`src/rtl/popcount_sequencer.sv`:
```
// Drives a bit_counter with one accepted byte at a time, collects its ones count,
// and presents the per-word count plus a running sum, guarded by a watchdog.
module popcount_sequencer #(
    parameter int DATA_W  = 8,
    parameter int CNT_W   = 4,
    parameter int SUM_W   = 12,
    parameter int TIMEOUT = 31
) (
    input  logic              clk,
    input  logic              reset,
    input  logic [DATA_W-1:0] in_data,
    input  logic              in_valid,
    output logic              in_ready,
    output logic [DATA_W-1:0] bc_A,
    output logic              bc_start,
    input  logic [CNT_W-1:0]  bc_result,
    input  logic              bc_done,
    output logic [CNT_W-1:0]  out_count,
    output logic [SUM_W-1:0]  out_sum,
    output logic              out_valid,
    input  logic              out_ready,
    input  logic              clear_sum,
    output logic              timeout_err
);

    typedef enum logic [1:0] {
        ST_IDLE = 2'd0,
        ST_RUN  = 2'd1,
        ST_CLR  = 2'd2,
        ST_OUT  = 2'd3
    } state_t;

    state_t            state_r;
    logic [7:0]        wdog_r;
    logic              in_ready_r;
    logic              bc_start_r;
    logic              out_valid_r;
    logic              timeout_err_r;
    logic [DATA_W-1:0] bc_a_r;
    logic [CNT_W-1:0]  out_count_r;
    logic [SUM_W-1:0]  out_sum_r;
    logic [SUM_W-1:0]  sum_base_s;
    logic [SUM_W-1:0]  sum_add_s;
    logic              wdog_exp_s;

    // Clear-before-add: a coincident clear_sum leaves only the new count in the sum
    always_comb begin
        if (clear_sum) begin
            sum_base_s = '0;
        end else begin
            sum_base_s = out_sum_r;
        end
        sum_add_s  = sum_base_s + SUM_W'(bc_result);
        wdog_exp_s = (wdog_r == 8'(TIMEOUT - 1));
    end

    // Sequencer FSM with all outputs registered
    always_ff @(posedge clk or negedge reset) begin
        if (!reset) begin
            state_r       <= ST_IDLE;
            wdog_r        <= 8'd0;
            in_ready_r    <= 1'b0;
            bc_start_r    <= 1'b0;
            out_valid_r   <= 1'b0;
            timeout_err_r <= 1'b0;
            bc_a_r        <= '0;
            out_count_r   <= '0;
            out_sum_r     <= '0;
        end else begin
            case (state_r)
                ST_IDLE: begin
                    if (clear_sum) begin
                        out_sum_r <= '0;
                    end
                    if (in_valid && in_ready_r) begin
                        bc_a_r     <= in_data;
                        bc_start_r <= 1'b1;
                        in_ready_r <= 1'b0;
                        wdog_r     <= 8'd0;
                        state_r    <= ST_RUN;
                    end else begin
                        in_ready_r <= 1'b1;
                    end
                end
                ST_RUN: begin
                    // wdog_r == 0 marks the first RUN cycle, where a high done is stale
                    if (bc_done && (wdog_r != 8'd0)) begin
                        out_count_r <= bc_result;
                        out_sum_r   <= sum_add_s;
                        bc_start_r  <= 1'b0;
                        wdog_r      <= 8'd0;
                        state_r     <= ST_CLR;
                    end else if (wdog_exp_s) begin
                        timeout_err_r <= 1'b1;
                        bc_start_r    <= 1'b0;
                        out_count_r   <= '0;
                        in_ready_r    <= 1'b1;
                        wdog_r        <= 8'd0;
                        state_r       <= ST_IDLE;
                        if (clear_sum) begin
                            out_sum_r <= '0;
                        end
                    end else begin
                        wdog_r <= wdog_r + 8'd1;
                        if (clear_sum) begin
                            out_sum_r <= '0;
                        end
                    end
                end
                ST_CLR: begin
                    if (clear_sum) begin
                        out_sum_r <= '0;
                    end
                    if (!bc_done) begin
                        out_valid_r <= 1'b1;
                        wdog_r      <= 8'd0;
                        state_r     <= ST_OUT;
                    end else if (wdog_exp_s) begin
                        timeout_err_r <= 1'b1;
                        out_count_r   <= '0;
                        in_ready_r    <= 1'b1;
                        wdog_r        <= 8'd0;
                        state_r       <= ST_IDLE;
                    end else begin
                        wdog_r <= wdog_r + 8'd1;
                    end
                end
                ST_OUT: begin
                    // Held outputs stay frozen; a clear still asserted at the handshake applies
                    if (out_ready) begin
                        out_valid_r <= 1'b0;
                        in_ready_r  <= 1'b1;
                        state_r     <= ST_IDLE;
                        if (clear_sum) begin
                            out_sum_r <= '0;
                        end
                    end
                end
                default: begin
                    state_r     <= ST_IDLE;
                    bc_start_r  <= 1'b0;
                    out_valid_r <= 1'b0;
                    in_ready_r  <= 1'b0;
                    wdog_r      <= 8'd0;
                end
            endcase
        end
    end

    assign in_ready    = in_ready_r;
    assign bc_A        = bc_a_r;
    assign bc_start    = bc_start_r;
    assign out_count   = out_count_r;
    assign out_sum     = out_sum_r;
    assign out_valid   = out_valid_r;
    assign timeout_err = timeout_err_r;

endmodule

```
`config.mk`:
```
export PLATFORM = sky130hd
export DESIGN_NAME = popcount_sequencer
export DESIGN_NICKNAME = d
export VERILOG_FILES = /design/src/rtl/popcount_sequencer.sv
export SDC_FILE = /design/constraint.sdc
export NUM_CORES = 1
export LEC_CHECK = 0
export ABC_AREA = 1
export BUFFER_PORTS_ARGS = -buffer_cell sky130_fd_sc_hd__buf_2
export CORE_UTILIZATION = 35
export DETAILED_ROUTE_END_ITERATION = 10
export REMOVE_ABC_BUFFERS = 1
export SKIP_CTS_REPAIR_TIMING = 1
export SLEW_MARGIN = 15
export SYNTH_ARGS = -nofsm -noshare
export SYNTH_HDL_FRONTEND = slang
export SYNTH_SLANG_ARGS = --single-unit
```
`constraint.sdc`:
```
create_clock -name clk -period 3.5 [get_ports clk]
set_clock_uncertainty 0.1 [all_clocks]
set_input_delay 0.7 -clock clk [delete_from_list [all_inputs] [get_ports clk]]
set_output_delay 0.7 -clock clk [all_outputs]
set_load 0.02 [all_outputs]
```
* Word-level counts from Yosys, hierarchy flattened
Index checks and enable logic that the tools add are counted.
** Cells by class
- Add/subtract/negate cells :: 2
- $mul :: 0
- Divide/modulo/power cells :: 0
- $lt $le $gt $ge :: 0
- Equality and inequality tests :: 10
- Shifts and indexed selects :: 0
- Muxes and demuxes :: 36
- Bitwise gates (word level) :: 0
- Reduce and logical (&&, ||, !) cells :: 17
** Operator list (number)
- $mux 12 :: 3
- $pmux 12 s3 :: 1
- $mux 8 :: 4
- $pmux 8 s3 :: 1
- $mux 1 :: 13
- $add 12x4->12 :: 1
- $mux 4 :: 3
- $reduce_and 3->1 :: 4
- $mux 2 :: 5
- $ne 2x2->1 const B :: 5
- $add 8x1->8 const B :: 1
- $eq 8x5->1 const B :: 1
- $pmux 2 s4 :: 1
- $pmux 4 s2 :: 1
- $reduce_and 2->1 :: 4
- $reduce_bool 8->1 :: 1
- $pmux 1 s2 :: 3
- $reduce_bool 2->1 :: 3
- $eq 2x2->1 const B :: 2
- $pmux 1 s4 :: 1
- $ne 3x3->1 const B :: 1
- $reduce_bool 3->1 :: 1
- $eq 2x1->1 const B :: 1
- $logic_and 1x1->1 :: 2
- other kinds (2) :: 2
** Storage, ports and cells
- Register bits :: 38
- Latch bits :: 0
- RAM bits :: 0
- Bits in read-only memories :: 0
- Input port bits :: 18
- Output and inout bits :: 28
- Logic and storage cells :: 74
- Memories :: 0

* Longest topological paths before layout
- Depth in word-level cells :: 4
- Mapped depth :: 13
- Mapped depth without buffers :: 13

* Worst setup path before layout
OpenSTA, ideal clock, no wires.
- Path type :: input port to flip-flop
- From :: input port clear_sum
- To :: register out_sum_r[6], in the netlist out_sum[6]
- Setup time :: 0.122 ns
- Data arrival time :: 2.057 ns
- Required time :: 3.278 ns
- Setup slack :: 1.221 ns
- Cell stages on the path :: 9
- Path buffers :: 0
- Cells stage by stage :: nor2_1 -> ha_1 -> inv_1 -> fa_1 -> o21ai_1 -> nand2_1 -> nor2_4 -> nand2_2 -> xor2_1
** Between the ends
- Word-level cells in the longest chain between the ends :: 4
- Elaborated cells between the ends (all ways) :: 5
- Classes of those cells :: add/sub (1); mux (4)
** Ends and longest elaborated chain
- start, declared :: line 22 : input logic clear_sum,
- $mux 12 *
- $add 12x4->12 :: line 53 : sum_add_s = sum_base_s + SUM_W'(bc_result);
- $mux 12 :: line 87 : if (bc_done && (wdog_r != 8'd0)) begin
- $pmux 12 s3 * :: line 70 : case (state_r)
- end signal, assigned :: line 89 : out_sum_r <= sum_add_s;
- end, declared :: line 41 : logic [SUM_W-1:0] out_sum_r;
Every way passes the cells marked *; elsewhere a longest branch is shown, timed or not. The select of a mux whose other input is x is not followed.
A chain may end at the register's enable or synchronous reset.

* Worst setup path after layout
Same ends and word-level chain as after synthesis.

==> metrics <==
status finished with violations; failing checks DRC; Die X-Extent approximately 84 microns; final setup TNS 0 ns; final net count 380; I/O Buffers 45; Post-synth EDFFs 0; antenna viol nets, final 0; Core Box Area around 6500 sq um; Worst Setup End Kind register; Top-Level Pins 46; clk root buf clkbuf_8; Max Cap Viol 0; Async S/R FF share, synth 1.00; GR Layer Usage met3 0.0305; routability cong. 0.856; post-synthesis adder-cell area fraction 0.0768; Final min period 2.28 ns; Int Pwr 1.05 mW; drt total wl 4.94 mm; Slew Limit Fails 0; worst-skew pair later-pin latency 0.29 ns; Multi-input gate area ~1200 sq um; Fin. Hold Viols 0; Final Non-Filler Cells 426; crit start category input port; RSZ-0062 raised after global routing no; GRT overflow 0; maximum fanout along the worst path 5; total clock sinks 38; most instantiated library cell after synthesis nand2_1; Reg area 951 sq um; layout cells sized above 1 0.284; Worst Hold Class reg -> reg; via/cell ratio 4.70; net switching power 898 uW; Setup violations, final 0; max_slew headroom 0.419; H-tree levels 2; post-synth top area share 0.400; Critical Path RT about 3.6 ns; Post-Syn Area per Cell 7.99 sq um; worst-margin pin slew 0.871 ns; DRC viols 8; Yosys cell types 28; number of global-route vias before repair 1872; CTS clk-pin slew, worst paths ~0.070 ns; drt initial violations 107; synth-to-layout area growth 16.6%; Die Y-Extent between 80 and 90 microns; All-Layer GR Usage 0.152; switching share of power 0.462; CTS tree built; mapped cell area 2380 sq um; CP Class in -> reg; Seq pwr share 0.333; std cell rows 29; largest net degree at the start of global routing 39; dominant cell type by area after synthesis dfrtp_1; CTS max path bufs 2; ys flop type dfrtp_1; f_max 0.439 GHz; Vias 2003; global routing's busiest layer met2; post-synthesis register bit count 38; Initial Utilization 0.368; Crit path arrival time 2.36 ns; main combinational cell family by area after synthesis simple AND/OR/NAND/NOR gates; initial antenna violation count 0; Tot Pwr 1.94 mW; Comb pwr share 0.506; Post-Synth Simple-Gate Area 0.340; fin util 0.429; ant diodes 0; Cells after DPL 418; Clk network pwr share 0.161; die area 7130 sq um; drt first pass iters 7; CTS buffer count 5; met2 GRT Util 0.241; Synth area leaders dfrtp_1 40%, nand2_1 13%, ha_1 6.8%; Ys Warns 0; fill cell count 671; PwrDens 701 nW/um^2; first-pass GRT wire length 8.69 mm; Leak 1.42 nW; most common library cells after synthesis 81 x nand2_1, 38 x dfrtp_1, 26 x nor2_1, 25 x inv_1, 22 x nand3_1; multiplexer area fraction after synthesis 0; post-detail-place hpwl 3.74 mm; maximum vdd drop 0.320 mV; xor-xnor portion of the synthesized cell area 0.0405; GRT met1 Usage 0.209; Mapped Cells 298; sequential share of the synthesized area 0.400; Compound-Gate Fraction of Synth Area 0.0683; post-DR wirelength/cell 11.6 microns; period utilization 0.651
## cell type report
type	count	area share
Tap cell	77	0.0347
Inverter	42	0.0577
Multi-Input combinational cell	216	0.451
Clock buffer	7	0.0311
Clock inverter	1	0.00180
Timing Repair Buffer	45	0.0812
Sequential cell	38	0.343
## cells in the final DEF, fill, tap and decap left out, drive strengths merged, types with 2 or more instances in the layout
cell type  count
a21oi          7
a31oi          2
buf           45
clkbuf         7
dfrtp         38
ha            13
inv           42
nand2         94
nand3         27
nand4          6
nor2          34
nor3           3
o211ai         5
o21ai         11
xor2          11
## per-layer routing
| metal | vias up | share of wire |
|---|---|---|
| li1 | 1043 | - |
| met1 | 912 | 0.50 |
| met2 | 43 | 0.44 |
| met3 | 5 | 0.045 |
| met4 | 0 | 0.012 |
| met5 | - | 0 |
## flip-flops by register name, indices dropped and copies added, names as in the netlist
signal	cells
out_sum	12
bc_A	8
wdog_r	8
out_count	4
state_r	2
bc_start	1
in_ready	1
out_valid	1
timeout_err	1
## through the flow
step                      hold slack (ns)  instance area, sq um  setup slack (ns)
after floorplan                     0.304                  2360              1.22
after global placement              0.350                  2680             0.987
after detailed placement            0.359                  2680             0.941
after CTS                           0.377                  2770              1.26
after global routing                0.390                  2770             0.997
final                               0.369                  2770              1.22
## kinds of logic (layout without fill, tap and decap cells)
kind of cell / after synthesis / count (layout)
and+or+nand+nor: 165 / 165
xor gates and xnor gates: 11 / 11
adders and majority gates: 14 / 14
buffers and inverters: 44 / 95
DFF: 38 / 38
AOI/OAI and AO/OA: 26 / 26
## power by group through the flow
stage / Combinational, mW / Sequential [mW] / Clock [mW]
2_1_floorplan: 0.609 / 0.772 / 0
3_5_place_dp: 0.992 / 0.656 / 0
5_1_grt: 1.11 / 0.665 / 0.347
4_1_cts: 0.995 / 0.648 / 0.331
6_report: 0.984 / 0.648 / 0.313
3_3_place_gp: 0.979 / 0.652 / 0
## worst max-delay path, stage by stage
cell     delay (ns)
buf_2          0.13
nor2_1         0.14
ha_1           0.18
inv_1          0.05
fa_1           0.39
o21ai_1        0.26
nand2_1        0.13
nor2_4         0.18
nand2_2        0.06
xor2_1         0.14
## path summary, 6_finish.rpt
path                       depth (start not counted)  slack [ns]        from    endpoint
hold / removal                                     2        0.37     bc_A[0]     bc_A[0]
setup reg to reg                                  10        1.36  out_sum[0]  out_sum[6]
hold reg to reg                                    2        0.37     bc_A[0]     bc_A[0]
max in group asynchronous                          1        2.34       reset  out_sum[1]
min in group asynchronous                          1        0.42       reset     bc_A[2]
setup / recovery                                  10        1.22   clear_sum  out_sum[6]
(Power assumes the default switching activity.)
